File: config.mk
export PLATFORM = sky130hd
export DESIGN_NAME = loop_nest_counter
export DESIGN_NICKNAME = d
export VERILOG_FILES = /design/src/rtl/loop_nest_counter.sv
export SDC_FILE = /design/constraint.sdc
export NUM_CORES = 1
export LEC_CHECK = 0
export BUFFER_PORTS_ARGS = -buffer_cell sky130_fd_sc_hd__buf_2
export CORE_UTILIZATION = 46
export DETAILED_ROUTE_END_ITERATION = 10
export PLACE_DENSITY = 0.85
export REMOVE_ABC_BUFFERS = 1
export SLEW_MARGIN = 20
export SYNTH_ARGS = -nofsm -noshare
export SYNTH_HDL_FRONTEND = slang
export SYNTH_SLANG_ARGS = --single-unit
File: constraint.sdc
create_clock -name clk -period 1.56 [get_ports clk]
set_clock_uncertainty 0.1 [all_clocks]
set_input_delay 0.078 -clock clk [delete_from_list [all_inputs] [get_ports clk]]
set_output_delay 0.078 -clock clk [all_outputs]
set_load 0.02 [all_outputs]
File: src/rtl/loop_nest_counter.sv
// Nested-loop index generator: odometer over DIMS levels, one iteration per II enabled cycles.
// valid/last are combinational from state and en; done is registered one cycle after last; en=0 stalls.
module loop_nest_counter #(
  parameter int                DIMS   = 2,
  parameter int                W      = 8,
  parameter logic [DIMS*W-1:0] BOUNDS = {8'd4, 8'd4},
  parameter int                II     = 1
) (
  input  logic              clk,
  input  logic              rst,
  input  logic              start,
  input  logic              en,
  output logic [DIMS*W-1:0] idx,
  output logic              valid,
  output logic              last,
  output logic              done,
  output logic              busy
);

  localparam int            PW     = (II > 1) ? $clog2(II) : 1;
  localparam logic [PW-1:0] PH_MAX = PW'(II - 1);

  typedef enum logic {IDLE, RUN} state_t;

  state_t            state, state_nxt;
  logic [PW-1:0]     phase;
  logic [DIMS*W-1:0] idx_inc;
  logic              all_max;
  logic              carry;
  logic [W-1:0]      fld, lim;

  always_ff @(posedge clk or negedge rst) begin
    if (!rst) state <= IDLE;
    else      state <= state_nxt;
  end

  always_comb begin
    state_nxt = state;
    case (state)
      IDLE:    if (start) state_nxt = RUN;
      RUN:     if (last)  state_nxt = IDLE;
      default: state_nxt = IDLE;
    endcase
  end

  always_comb begin
    busy  = (state == RUN);
    valid = busy & en & (phase == '0);
    last  = valid & all_max;
  end

  // Odometer: the carry out of the top dim is set exactly when every field sits at its limit.
  always_comb begin
    carry   = 1'b1;
    fld     = '0;
    lim     = '0;
    idx_inc = '0;
    for (int d = 0; d < DIMS; d++) begin
      fld = idx[d*W +: W];
      lim = BOUNDS[d*W +: W] - W'(1);
      if (carry) idx_inc[d*W +: W] = (fld == lim) ? '0 : fld + W'(1);
      else       idx_inc[d*W +: W] = fld;
      carry = carry & (fld == lim);
    end
    all_max = carry;
  end

  always_ff @(posedge clk or negedge rst) begin
    if (!rst) begin
      idx   <= '0;
      phase <= '0;
      done  <= 1'b0;
    end else begin
      done <= last;
      if (state == IDLE) begin
        idx   <= '0;
        phase <= '0;
      end else if (en) begin
        if (last) begin
          idx   <= '0;
          phase <= '0;
        end else begin
          if (valid) idx <= idx_inc;
          phase <= (phase == PH_MAX) ? '0 : phase + PW'(1);
        end
      end
    end
  end

endmodule

==> metrics.cfg <==
[floorplan]
initial_core_util_pct=50.1
die-area_um2=2370
core_area_um2=2000
io_pins=24
placement_rows=16
die_h_um=48.7
floorplan.die.width_um=48.7

[logic_synthesis]
synth.yosys.seq_area_share_pct=44.9
synth.distinct_cells=31
synth_async_sr_flop_share_pct=100
synthesized_netlist_cell_count=109
synth_top_cell_by_area=sky130_fd_sc_hd__dfrtp_1
dominantRegCellSynth=sky130_fd_sc_hd__dfrtp_1
yosys_warnings=0
synth_edf_count=0
post_synth_main_area_contributors=sky130_fd_sc_hd__dfrtp_1 45%, sky130_fd_sc_hd__nand2_1 5.2%, sky130_fd_sc_hd__a21oi_1 4.5%
yosys_register_bits=18
yosys.area.top_type_share_pct=44.9
syn-mean-instance-area_um2=9.19
syn_area_um2=1000

[cts]
clk_root_buffer_cell=sky130_fd_sc_hd__clkbuf_4
numCtsBuffers=3
clk_pin_slew_worst_paths_ns=0.10
clk-insertion-delay-late_ns=0.30
cts_tree=built
bufs_on_longest_clock_path=2
clock-sinks=18
cts_max_level=1

[critical_path]
r2r_start=idx[1]
cp_common_cell=sky130_fd_sc_hd__nor3_4
crit_required_ns=1.38
timing.critical_path.to_type=output pin
regToRegSetupSlack_ns=-0.26
worst_path_max_delay_cell=sky130_fd_sc_hd__dfrtp_1
crit_fanout=3
crit_path_cell_trace=nor3_4 -> buf_4 -> nand2_4 -> nor3_4 -> buf_6
cp.arrival_ns=1.67
reg2reg_depth=6
max_stage_delay_ns=0.45
timing.critical_path.from_type=flop
critical-path-top-delay-family=simple AND/OR/NAND/NOR gates
crit_buf_inv=2
worstSetupPathType=reg -> out
timing.rr.end=idx[13]

[power_and_ir_drop]
p_per_area_nw_per_um2=1060
irDropWorstVdd_mv=0.889
power_leakage_uw=0.000775
pnr_total_power_uw=1710

[sta]
holdWs_ns=0.0461
final-setup-viol-count=15
grt_setup_unrepaired=yes
timing.final.hold_violations=0
finalCritPeriodShare_pct=119
max_freq_mhz=540
max_slew.worst_pin.slew_ns=0.422
layout_setup_ws_ns=-0.290
slew_viol_final=0
timing.slew.headroom_pct=71.8
period_needed_ns=1.85

[global_routing]
grt_antenna_before_repair=0
grt_pass1_wl_mm=5.24
grtUsageMet2_pct=51.4
gr-usage-all-layers_pct=29.1
global_route.usage.met3_pct=5.97
grt_overflow_total=0
grt_busiest_layer=met2
grt_pass1_vias=1141
grt_start_max_net_pins=19
grtUsageMet1_pct=32.4

[hold_path]
worst_hold_startpoint=en
hold_depth=3
hold_path.class=in -> reg
min_to=idx[2]

[layout]
final_common_cell=sky130_fd_sc_hd__buf_4
final_net_count=174
layout.cells.most_common_list=26 x sky130_fd_sc_hd__buf_4, 22 x sky130_fd_sc_hd__buf_2, 18 x sky130_fd_sc_hd__dfrtp_1
synthToLayoutAreaGrowth_pct=61.8
drive_gt1_share_pct=56.0
antenna-diode-count=0

[route]
final_antenna_net_count=0
detail_route.vias_per_cell=5.95
route.detailed.wl_per_inst_um=17.5
first_iter_violations=33
drc=0
route.vias.total=1149
wl_mm=3.37
firstDrtPassIters=4

[placed_design]
globalplace.congestion=0.838
detailed_place_hpwl_mm=2.00
port_buffers=23

[outcome]
status=complete, but fails checks
violations_in_the_final_reports=setup timing

[run]
max_cap_viol_count=0

==> cell usage after synthesis (3+ instances only) <==
cell type                 instances
sky130_fd_sc_hd__dfrtp_1         18
sky130_fd_sc_hd__nand2_1         14
sky130_fd_sc_hd__a21oi_1          9
sky130_fd_sc_hd__nand3_1          8
sky130_fd_sc_hd__a31oi_1          7
sky130_fd_sc_hd__and3_1           7
sky130_fd_sc_hd__nor2_1           7
sky130_fd_sc_hd__o21ai_0          5
sky130_fd_sc_hd__nor3_1           3
sky130_fd_sc_hd__or3_1            3
==> routing by layer <==
layer  vias to the layer above  wire length (um)
met3                        24               213
met2                        62              1690
met5                         -                 0
met1                       542              1280
li1                        521                 -
met4                         0               184
==> sequential cells by signal, summed over array words and instances, names as in the netlist <==
signal / flops
done: 1
idx: 16
busy: 1
==> power breakdown <==
group | switching, uW | total, uW | leakage, uW | internal (uW)
sequential | 53.3 | 581 | 0.000240 | 527
combinational | 473 | 898 | 0.000522 | 424
clock | 144 | 234 | 0.0000138 | 90.1
==> stage by stage <==
stage	util (%)	std cells	setup WS [ns]	instance area (um^2)	TNS (ns)
final	81.0	193	-0.290	1620	-2.63
after global routing	81.0	193	-0.365	1620	-4.13
after CTS	74.6	190	-0.227	1490	-1.95
after detailed placement	64.8	178	-0.219	1300	-1.23
after global placement	64.8	178	-0.160	1300	-0.695
after floorplan	-	104	-0.392	968	-2.50
==> tightest hold or removal path: stages <==
cell                      delay (ns)
sky130_fd_sc_hd__buf_2          0.17
sky130_fd_sc_hd__nand3_1        0.09
sky130_fd_sc_hd__a21oi_1        0.06
==> cell families (layout without fill, tap and decap cells) <==
| group | Yosys count | in the layout | synth area share, % |
|---|---|---|---|
| buf+inv | 8 | 64 | 4.49 |
| mux | 1 | 1 | 1.12 |
| simple gates | 52 | 53 | 29.5 |
| compound gates | 28 | 28 | 17.5 |
| flops | 18 | 18 | 44.9 |
| fa+ha+maj | 2 | 2 | 2.50 |
==> area by class of cell <==
cell class              count  area [um^2]
flip-flops and latches     18          450
fillers                   136          380
inverters                   3         11.3
multi-input cells          84          688
well taps                  27         33.8
clock buffers               3         22.5
repair buffers             58          415
==> timing repair <==
item | CTS | global route
setup endpoints to repair | 17 | 17
pin swaps | 15 | 7
resized for setup | 22 | 26
hold endpoints to repair | 19 | 0
hold buffers | 2 | 0
gates cloned | 1 | 0
setup buffers | 9 | 3
==> worst max-delay path by stage <==
stage          startpoint  endpoint  slack, ns  depth (start not counted)
2_1_floorplan      idx[0]   idx[12]      -0.39                          5
3_3_place_gp       idx[0]   idx[12]      -0.16                          5
3_5_place_dp       idx[0]   idx[12]      -0.22                          5
4_1_cts            idx[1]      last      -0.23                          6
5_1_grt           idx[14]      last      -0.36                          4
6_report           idx[5]      last      -0.29                          5
(Power assumes the default switching activity.)
